===== config.mk =====
export PLATFORM = sky130hd
export DESIGN_NAME = drc_dvp_tx
export DESIGN_NICKNAME = d
export VERILOG_FILES = /design/src/rtl/drc_dvp_tx_pkg.sv /design/src/rtl/drc_pclk_gen.sv /design/src/rtl/drc_dvp_tx.sv
export SDC_FILE = /design/constraint.sdc
export NUM_CORES = 1
export LEC_CHECK = 0
export CAP_MARGIN = 0
export CORE_MARGIN = 2
export CORE_UTILIZATION = 52
export DETAILED_ROUTE_END_ITERATION = 8
export PLACE_DENSITY = 0.8
export SETUP_SLACK_MARGIN = 0.1
export SYNTH_ARGS = -nofsm -noshare
export SYNTH_HDL_FRONTEND = slang
export SYNTH_SLANG_ARGS = --single-unit

===== constraint.sdc =====
create_clock -name clk -period 3.1 [get_ports clk]
set_input_delay 0.62 -clock clk [delete_from_list [all_inputs] [get_ports clk]]
set_output_delay 0.62 -clock clk [all_outputs]
set_load 0.02 [all_outputs]

===== src/rtl/drc_dvp_tx_pkg.sv =====
// Shared types, default frame timings and helpers for the DVP transmitter.
// The optional test-pattern source is enabled by DVP_TX_TEST_PATTERN_EN (see drc_dvp_tx).
package drc_dvp_tx_pkg;

    typedef enum logic [2:0] {
        IDLE   = 3'd0,
        VSYNC  = 3'd1,
        VBP    = 3'd2,
        ACTIVE = 3'd3,
        VFP    = 3'd4
    } state_e;

    // Debug view of the frame FSM and pixel-clock strobes.
    typedef struct packed {
        state_e state;
        logic   fall_tick;
        logic   rise_tick;
    } dbg_t;

    localparam int VGA_H_ACT    = 640;
    localparam int VGA_H_BLANK  = 16;
    localparam int VGA_V_SYNC   = 2;
    localparam int VGA_V_BP     = 2;
    localparam int VGA_V_ACT    = 480;
    localparam int VGA_V_FP     = 2;

    localparam int QVGA_H_ACT   = 320;
    localparam int QVGA_H_BLANK = 16;
    localparam int QVGA_V_SYNC  = 2;
    localparam int QVGA_V_BP    = 2;
    localparam int QVGA_V_ACT   = 240;
    localparam int QVGA_V_FP    = 2;

    // Counter width for a counter running 0..n-1; never narrower than one bit.
    function automatic int cnt_w(input int n);
        return (n <= 1) ? 1 : $clog2(n);
    endfunction

    function automatic int max4(input int a, input int b, input int c, input int d);
        int m;
        m = a;
        if (b > m) m = b;
        if (c > m) m = c;
        if (d > m) m = d;
        return m;
    endfunction

    // Colour-bar byte: bar index in the high nibble, its complement in the low nibble.
    function automatic logic [7:0] tp_byte(input logic [3:0] idx);
        return {idx, ~idx};
    endfunction

endpackage


===== src/rtl/drc_pclk_gen.sv =====
// Free-running pixel-clock divider: pclk toggles every PCLK_DIV clk cycles,
// with single-cycle strobes on the cycles where pclk is about to fall or rise.
module drc_pclk_gen
    import drc_dvp_tx_pkg::*;
#(
    parameter int PCLK_DIV = 2
) (
    input  logic clk,
    input  logic rst,
    output logic pclk,
    output logic fall_tick,
    output logic rise_tick
);

    localparam int DIV_W = cnt_w(PCLK_DIV);

    logic [DIV_W-1:0] div_cnt;
    logic             wrap;

    assign wrap = (div_cnt == DIV_W'(PCLK_DIV - 1));

    always_ff @(posedge clk) begin
        if (rst) begin
            div_cnt <= '0;
            pclk    <= 1'b0;
        end else if (wrap) begin
            div_cnt <= '0;
            pclk    <= ~pclk;
        end else begin
            div_cnt <= div_cnt + DIV_W'(1);
        end
    end

    // Strobes are high on the cycle whose closing edge flips the registered pclk.
    assign fall_tick = wrap & pclk;
    assign rise_tick = wrap & ~pclk;

endmodule


===== src/rtl/drc_dvp_tx.sv =====
// DVP transmitter: serialises an upstream byte stream into VSYNC/HREF/data frames.
// Define DVP_TX_TEST_PATTERN_EN to add tp_sel_i and the internal 8-bar colour pattern.
module drc_dvp_tx
    import drc_dvp_tx_pkg::*;
#(
    parameter int DATA_W   = 8,
    parameter int PCLK_DIV = 2,
    parameter int H_ACT    = VGA_H_ACT,
    parameter int H_BLANK  = VGA_H_BLANK,
    parameter int V_SYNC   = VGA_V_SYNC,
    parameter int V_BP     = VGA_V_BP,
    parameter int V_ACT    = VGA_V_ACT,
    parameter int V_FP     = VGA_V_FP
) (
    input  logic              clk,
    input  logic              rst,
    input  logic              en,
    input  logic [DATA_W-1:0] pix_data_i,
    input  logic              pix_valid_i,
`ifdef DVP_TX_TEST_PATTERN_EN
    input  logic              tp_sel_i,
`endif
    output logic              pix_ready_o,
    output logic              dvp_pclk_o,
    output logic              dvp_vsync_o,
    output logic              dvp_href_o,
    output logic [DATA_W-1:0] dvp_d_o,
    output logic              frame_done_o,
    output logic              underflow_o,
    output dbg_t              dbg
);

    localparam int LINE_TICKS = H_ACT + H_BLANK;
    localparam int TICK_W     = cnt_w(LINE_TICKS);
    localparam int LINE_W     = cnt_w(max4(V_SYNC, V_BP, V_ACT, V_FP));
    localparam logic [TICK_W-1:0] TICK_LAST = TICK_W'(LINE_TICKS - 1);

    logic fall_tick;
    logic rise_tick;

    drc_pclk_gen #(.PCLK_DIV(PCLK_DIV)) u_pclk_gen (
        .clk       (clk),
        .rst       (rst),
        .pclk      (dvp_pclk_o),
        .fall_tick (fall_tick),
        .rise_tick (rise_tick)
    );

    // state/line_cnt/tick_cnt name the tick currently shown on the pins.
    state_e            state, nxt_state;
    logic [LINE_W-1:0] line_cnt, nxt_line, lines_last;
    logic [TICK_W-1:0] tick_cnt, nxt_tick;
    logic              frame_end;
    logic              nxt_href;
    logic              nxt_vsync;
    logic [DATA_W-1:0] nxt_d;
    logic              uf_set;
    logic              tp_active;

    always_ff @(posedge clk) begin
        if (rst) begin
            state    <= IDLE;
            line_cnt <= '0;
            tick_cnt <= '0;
        end else if (fall_tick) begin
            state    <= nxt_state;
            line_cnt <= nxt_line;
            tick_cnt <= nxt_tick;
        end
    end

    always_comb begin
        nxt_state  = state;
        nxt_line   = line_cnt;
        nxt_tick   = tick_cnt;
        frame_end  = 1'b0;
        lines_last = '0;
        case (state)
            VSYNC:   lines_last = LINE_W'(V_SYNC - 1);
            VBP:     lines_last = LINE_W'(V_BP - 1);
            ACTIVE:  lines_last = LINE_W'(V_ACT - 1);
            VFP:     lines_last = LINE_W'(V_FP - 1);
            default: lines_last = '0;
        endcase
        if (state == IDLE) begin
            if (en) nxt_state = VSYNC;
        end else if (tick_cnt != TICK_LAST) begin
            nxt_tick = tick_cnt + TICK_W'(1);
        end else begin
            nxt_tick = '0;
            if (line_cnt != lines_last) begin
                nxt_line = line_cnt + LINE_W'(1);
            end else begin
                nxt_line = '0;
                case (state)
                    VSYNC:  nxt_state = VBP;
                    VBP:    nxt_state = ACTIVE;
                    ACTIVE: nxt_state = VFP;
                    VFP: begin
                        frame_end = 1'b1;
                        nxt_state = en ? VSYNC : IDLE;
                    end
                    default: nxt_state = IDLE;
                endcase
            end
        end
    end

    // Upstream handshake: a byte is consumed on any cycle where pix_ready_o and
    // pix_valid_i are both high; pix_ready_o never waits on pix_valid_i and the
    // line timing never stalls, so a missing byte becomes a zero plus underflow.
`ifdef DVP_TX_TEST_PATTERN_EN
    logic       tp_sel_q;
    logic [3:0] tp_idx;

    always_ff @(posedge clk) begin
        if (rst) begin
            tp_sel_q <= 1'b0;
        end else if (fall_tick && nxt_state == VSYNC && state != VSYNC) begin
            tp_sel_q <= tp_sel_i;
        end
    end

    assign tp_active = tp_sel_q;
    assign tp_idx    = 4'((int'(nxt_tick) * 8) / H_ACT);
`else
    assign tp_active = 1'b0;
`endif

    always_comb begin
        nxt_vsync   = (nxt_state == VSYNC);
        nxt_href    = (nxt_state == ACTIVE) && (nxt_tick < TICK_W'(H_ACT));
        pix_ready_o = fall_tick && nxt_href && !tp_active;
        nxt_d       = '0;
        uf_set      = 1'b0;
        if (nxt_href) begin
            if (tp_active) begin
`ifdef DVP_TX_TEST_PATTERN_EN
                nxt_d = DATA_W'(tp_byte(tp_idx));
`endif
            end else if (pix_valid_i) begin
                nxt_d = pix_data_i;
            end else begin
                uf_set = 1'b1;
            end
        end
    end

    always_ff @(posedge clk) begin
        if (rst) begin
            dvp_vsync_o  <= 1'b0;
            dvp_href_o   <= 1'b0;
            dvp_d_o      <= '0;
            frame_done_o <= 1'b0;
            underflow_o  <= 1'b0;
        end else begin
            frame_done_o <= fall_tick & frame_end;
            if (fall_tick) begin
                dvp_vsync_o <= nxt_vsync;
                dvp_href_o  <= nxt_href;
                dvp_d_o     <= nxt_d;
            end
            if (fall_tick & uf_set) underflow_o <= 1'b1;
        end
    end

    assign dbg = '{state: state, fall_tick: fall_tick, rise_tick: rise_tick};

endmodule


==> impl_metrics.env <==
export IMPL_clockBufferDepth=2
export IMPL_p_leak_nw=0.921
export IMPL_cap_violations=0
export IMPL_tightest_slew_ps=548
export IMPL_first_pass_iters=4
export IMPL_die_h_um=63.1
export IMPL_antenna_found_initial=0
export IMPL_r2r_cells=9
export IMPL_ys_ff_latch=36
export IMPL_clkTransAtPathRegs_ps=110
export IMPL_powerDensity_nw_per_um2=342
export IMPL_start_util=0.544
export IMPL_coreArea_um2=3340
export IMPL_setup_ws_ps=243
export IMPL_placed_area_um2=2280
export IMPL_num_io_pins=31
export IMPL_num_vias=1718
export IMPL_nNetsFinal=277
export IMPL_grt_pass1_wl_mm=7.18
export IMPL_ant_nets=0
export IMPL_syn2layout_area_growth_pct=30.1
export IMPL_critPathCaptureType="primary output"
export IMPL_synth_top_area_share=0.397
export IMPL_port_buffers=30
export IMPL_ys_warn_count=0
export IMPL_cts_sinks=36
export IMPL_cts_tree="done"
export IMPL_drt_iter0_drc=90
export IMPL_synthDistinctLibCells=42
export IMPL_via_per_inst=5.56
export IMPL_hold_class="reg2reg"
export IMPL_status="complete, no violations"
export IMPL_hold_depth=2
export IMPL_synth_seq_area_share=0.397
export IMPL_fmax_mhz=350
export IMPL_stdcell_area_um2=2360
export IMPL_fin_crit_ps=2860
export IMPL_die_area_um2=3980
export IMPL_rsz0062_at_grt="no"
export IMPL_grt_pass1_vias=1628
export IMPL_power_uw=809
export IMPL_die_w_um=63.1
export IMPL_post_place_ws_ps=-197
export IMPL_synth_top_flop_cell="dfxtp_1"
export IMPL_synthesis_nets=228
export IMPL_skew_ps=8.33
export IMPL_track_usage=0.224
export IMPL_fp_row_count=21
export IMPL_critPathKind="reg2out"
export IMPL_cts_buffers=5
export IMPL_syn_inst=214
export IMPL_critPathMaxFanout=5
export IMPL_layout_drive_gt1_share=0.175
export IMPL_hpwlAfterDp_mm=2.88
export IMPL_holdBufCountCts=0
export IMPL_peakVddDrop_uv=267
export IMPL_slew_headroom=0.633
export IMPL_rrSetupSlack_ps=900
export IMPL_synth_area_top_cells="dfxtp_1 40%, xor2_1 5.8%, nand2_1 5.4%, nor2_1 4.8%, o31ai_2 4.1%"
export IMPL_finalCoreUtilization=0.708
export IMPL_arrival_ps=2240
export IMPL_synth_area_um2=1820
export IMPL_clock_root_buffer="clkbuf_4"
export IMPL_wirelength_mm=4.00
export IMPL_drv_slew=0
export IMPL_final_cell_mix="35 x dfxtp_1, 29 x clkdlybuf4s50_1, 26 x nand2_1"
export IMPL_crit_path_start_kind="register"
export IMPL_cp_required_ps=2480
export IMPL_antenna_cells=0
export IMPL_holdWs_ps=460
export IMPL_clock_latency_ps=340
export IMPL_h_tree_depth=2
export IMPL_setup_viol=0
export IMPL_period_share=0.922
export IMPL_wl_per_cell_um=12.9
export IMPL_mostFrequentLayoutCell="dfxtp_1"
export IMPL_grt_overflow=0
export IMPL_async_flop_share=0
export IMPL_hold_violations=0
export IMPL_synth_largest_area_cell="dfxtp_1"
export IMPL_drc=0
export IMPL_place_gp_congestion=0.818
export IMPL_grt_max_degree=18
export IMPL_synth_edf_count=0
export IMPL_syn_avg_cell_area_um2=8.49
==> synth_stat cells (2+ instances only) <==
cell type / count
and3_1: 4
xor2_1: 12
nand2b_1: 7
inv_1: 4
nor3_1: 9
dfxtp_1: 36
clkbuf_1: 5
nand4b_1: 2
o21ai_0: 6
a21oi_1: 12
nand3_1: 6
mux2i_1: 4
or3_1: 2
and2_1: 2
ha_1: 2
a22o_1: 2
nor2_1: 23
buf_2: 3
nor4_1: 5
nand2_1: 26
o31ai_2: 6
nor2b_1: 3
xnor2_1: 6
buf_4: 2
nand4_1: 7
and4_1: 2
==> layout make-up <==
| class | count | area, um^2 |
|---|---|---|
| Multi-Input combinational cell | 162 | 1030 |
| Sequential cell | 36 | 722 |
| Fill cell | 266 | 973 |
| Timing Repair Buffer | 54 | 475 |
| Clock buffer | 7 | 65.1 |
| Inverter | 4 | 15.0 |
| Tap cell | 46 | 57.6 |
==> power breakdown <==
group | total (mW) | internal (mW) | switching, mW
Combinational | 0.0616 | 0.0287 | 0.0329
Clock | 0.277 | 0.129 | 0.149
Sequential | 0.470 | 0.466 | 0.00459
Total | 0.809 | 0.623 | 0.186
==> logic make-up (layout without fill, tap and decap cells) <==
family	Yosys count	after routing	synth area share
buffers and inverters	16	65	0.0434
and+or+nand+nor	104	104	0.295
adders and majority gates	2	2	0.0138
DFF	36	36	0.397
xor gates and xnor gates	18	18	0.0868
AOI/OAI and AO/OA	34	34	0.142
muxes	4	4	0.0220
==> layer usage <==
layer	vias to the layer above	GRT usage	routed length [um]
li1	856	-	-
met1	801	0.284	1850
met2	52	0.363	1850
met3	9	0.0464	231
met4	0	0.106	73
met5	-	0	0
==> metrics by stage <==
stage	setup TNS, ps	instances
finish	0	309
global route	0	309
CTS	0	309
detailed placement	-197	300
global placement	-173	300
floorplan	0	214
==> worst paths after layout <==
check	endpoint	startpoint
max	pix_ready_o	state[2]$_SDFFE_PP0P_
min	dvp_href_o$_SDFFE_PP0P_	dvp_href_o$_SDFFE_PP0P_
max reg2reg	state[1]$_SDFFE_PP0P_	tick_cnt[4]$_SDFFE_PP0P_
min reg2reg	dvp_href_o$_SDFFE_PP0P_	dvp_href_o$_SDFFE_PP0P_
==> registers in the layout, summed over array words and instances (netlist names) <==
| name | flops |
|---|---|
| u_pclk_gen.pclk | 1 |
| underflow_o | 1 |
| dvp_d_o | 8 |
| tick_cnt | 10 |
| dvp_vsync_o | 1 |
| frame_done_o | 1 |
| u_pclk_gen.div_cnt | 1 |
| dvp_href_o | 1 |
| line_cnt | 9 |
| state | 3 |
==> worst max-delay path, cell delays in order (launching register included) <==
cell and delay (ps):
dfxtp_1 370, o311a_1 390, nand3_2 130, mux2i_1 90, a22o_1 250, a2111o_1 450, inv_1 60, buf_2 150
==> timing repair <==
| item | CTS | global route |
|---|---|---|
| setup endpoints to repair | 1 | 1 |
| gates resized for setup | 6 | 2 |
| buffers inserted | 2 | 0 |
| hold endpoints to repair | 0 | 0 |
| pin swaps | 3 | 1 |
Note: power is estimated with default switching activity, not from simulation.
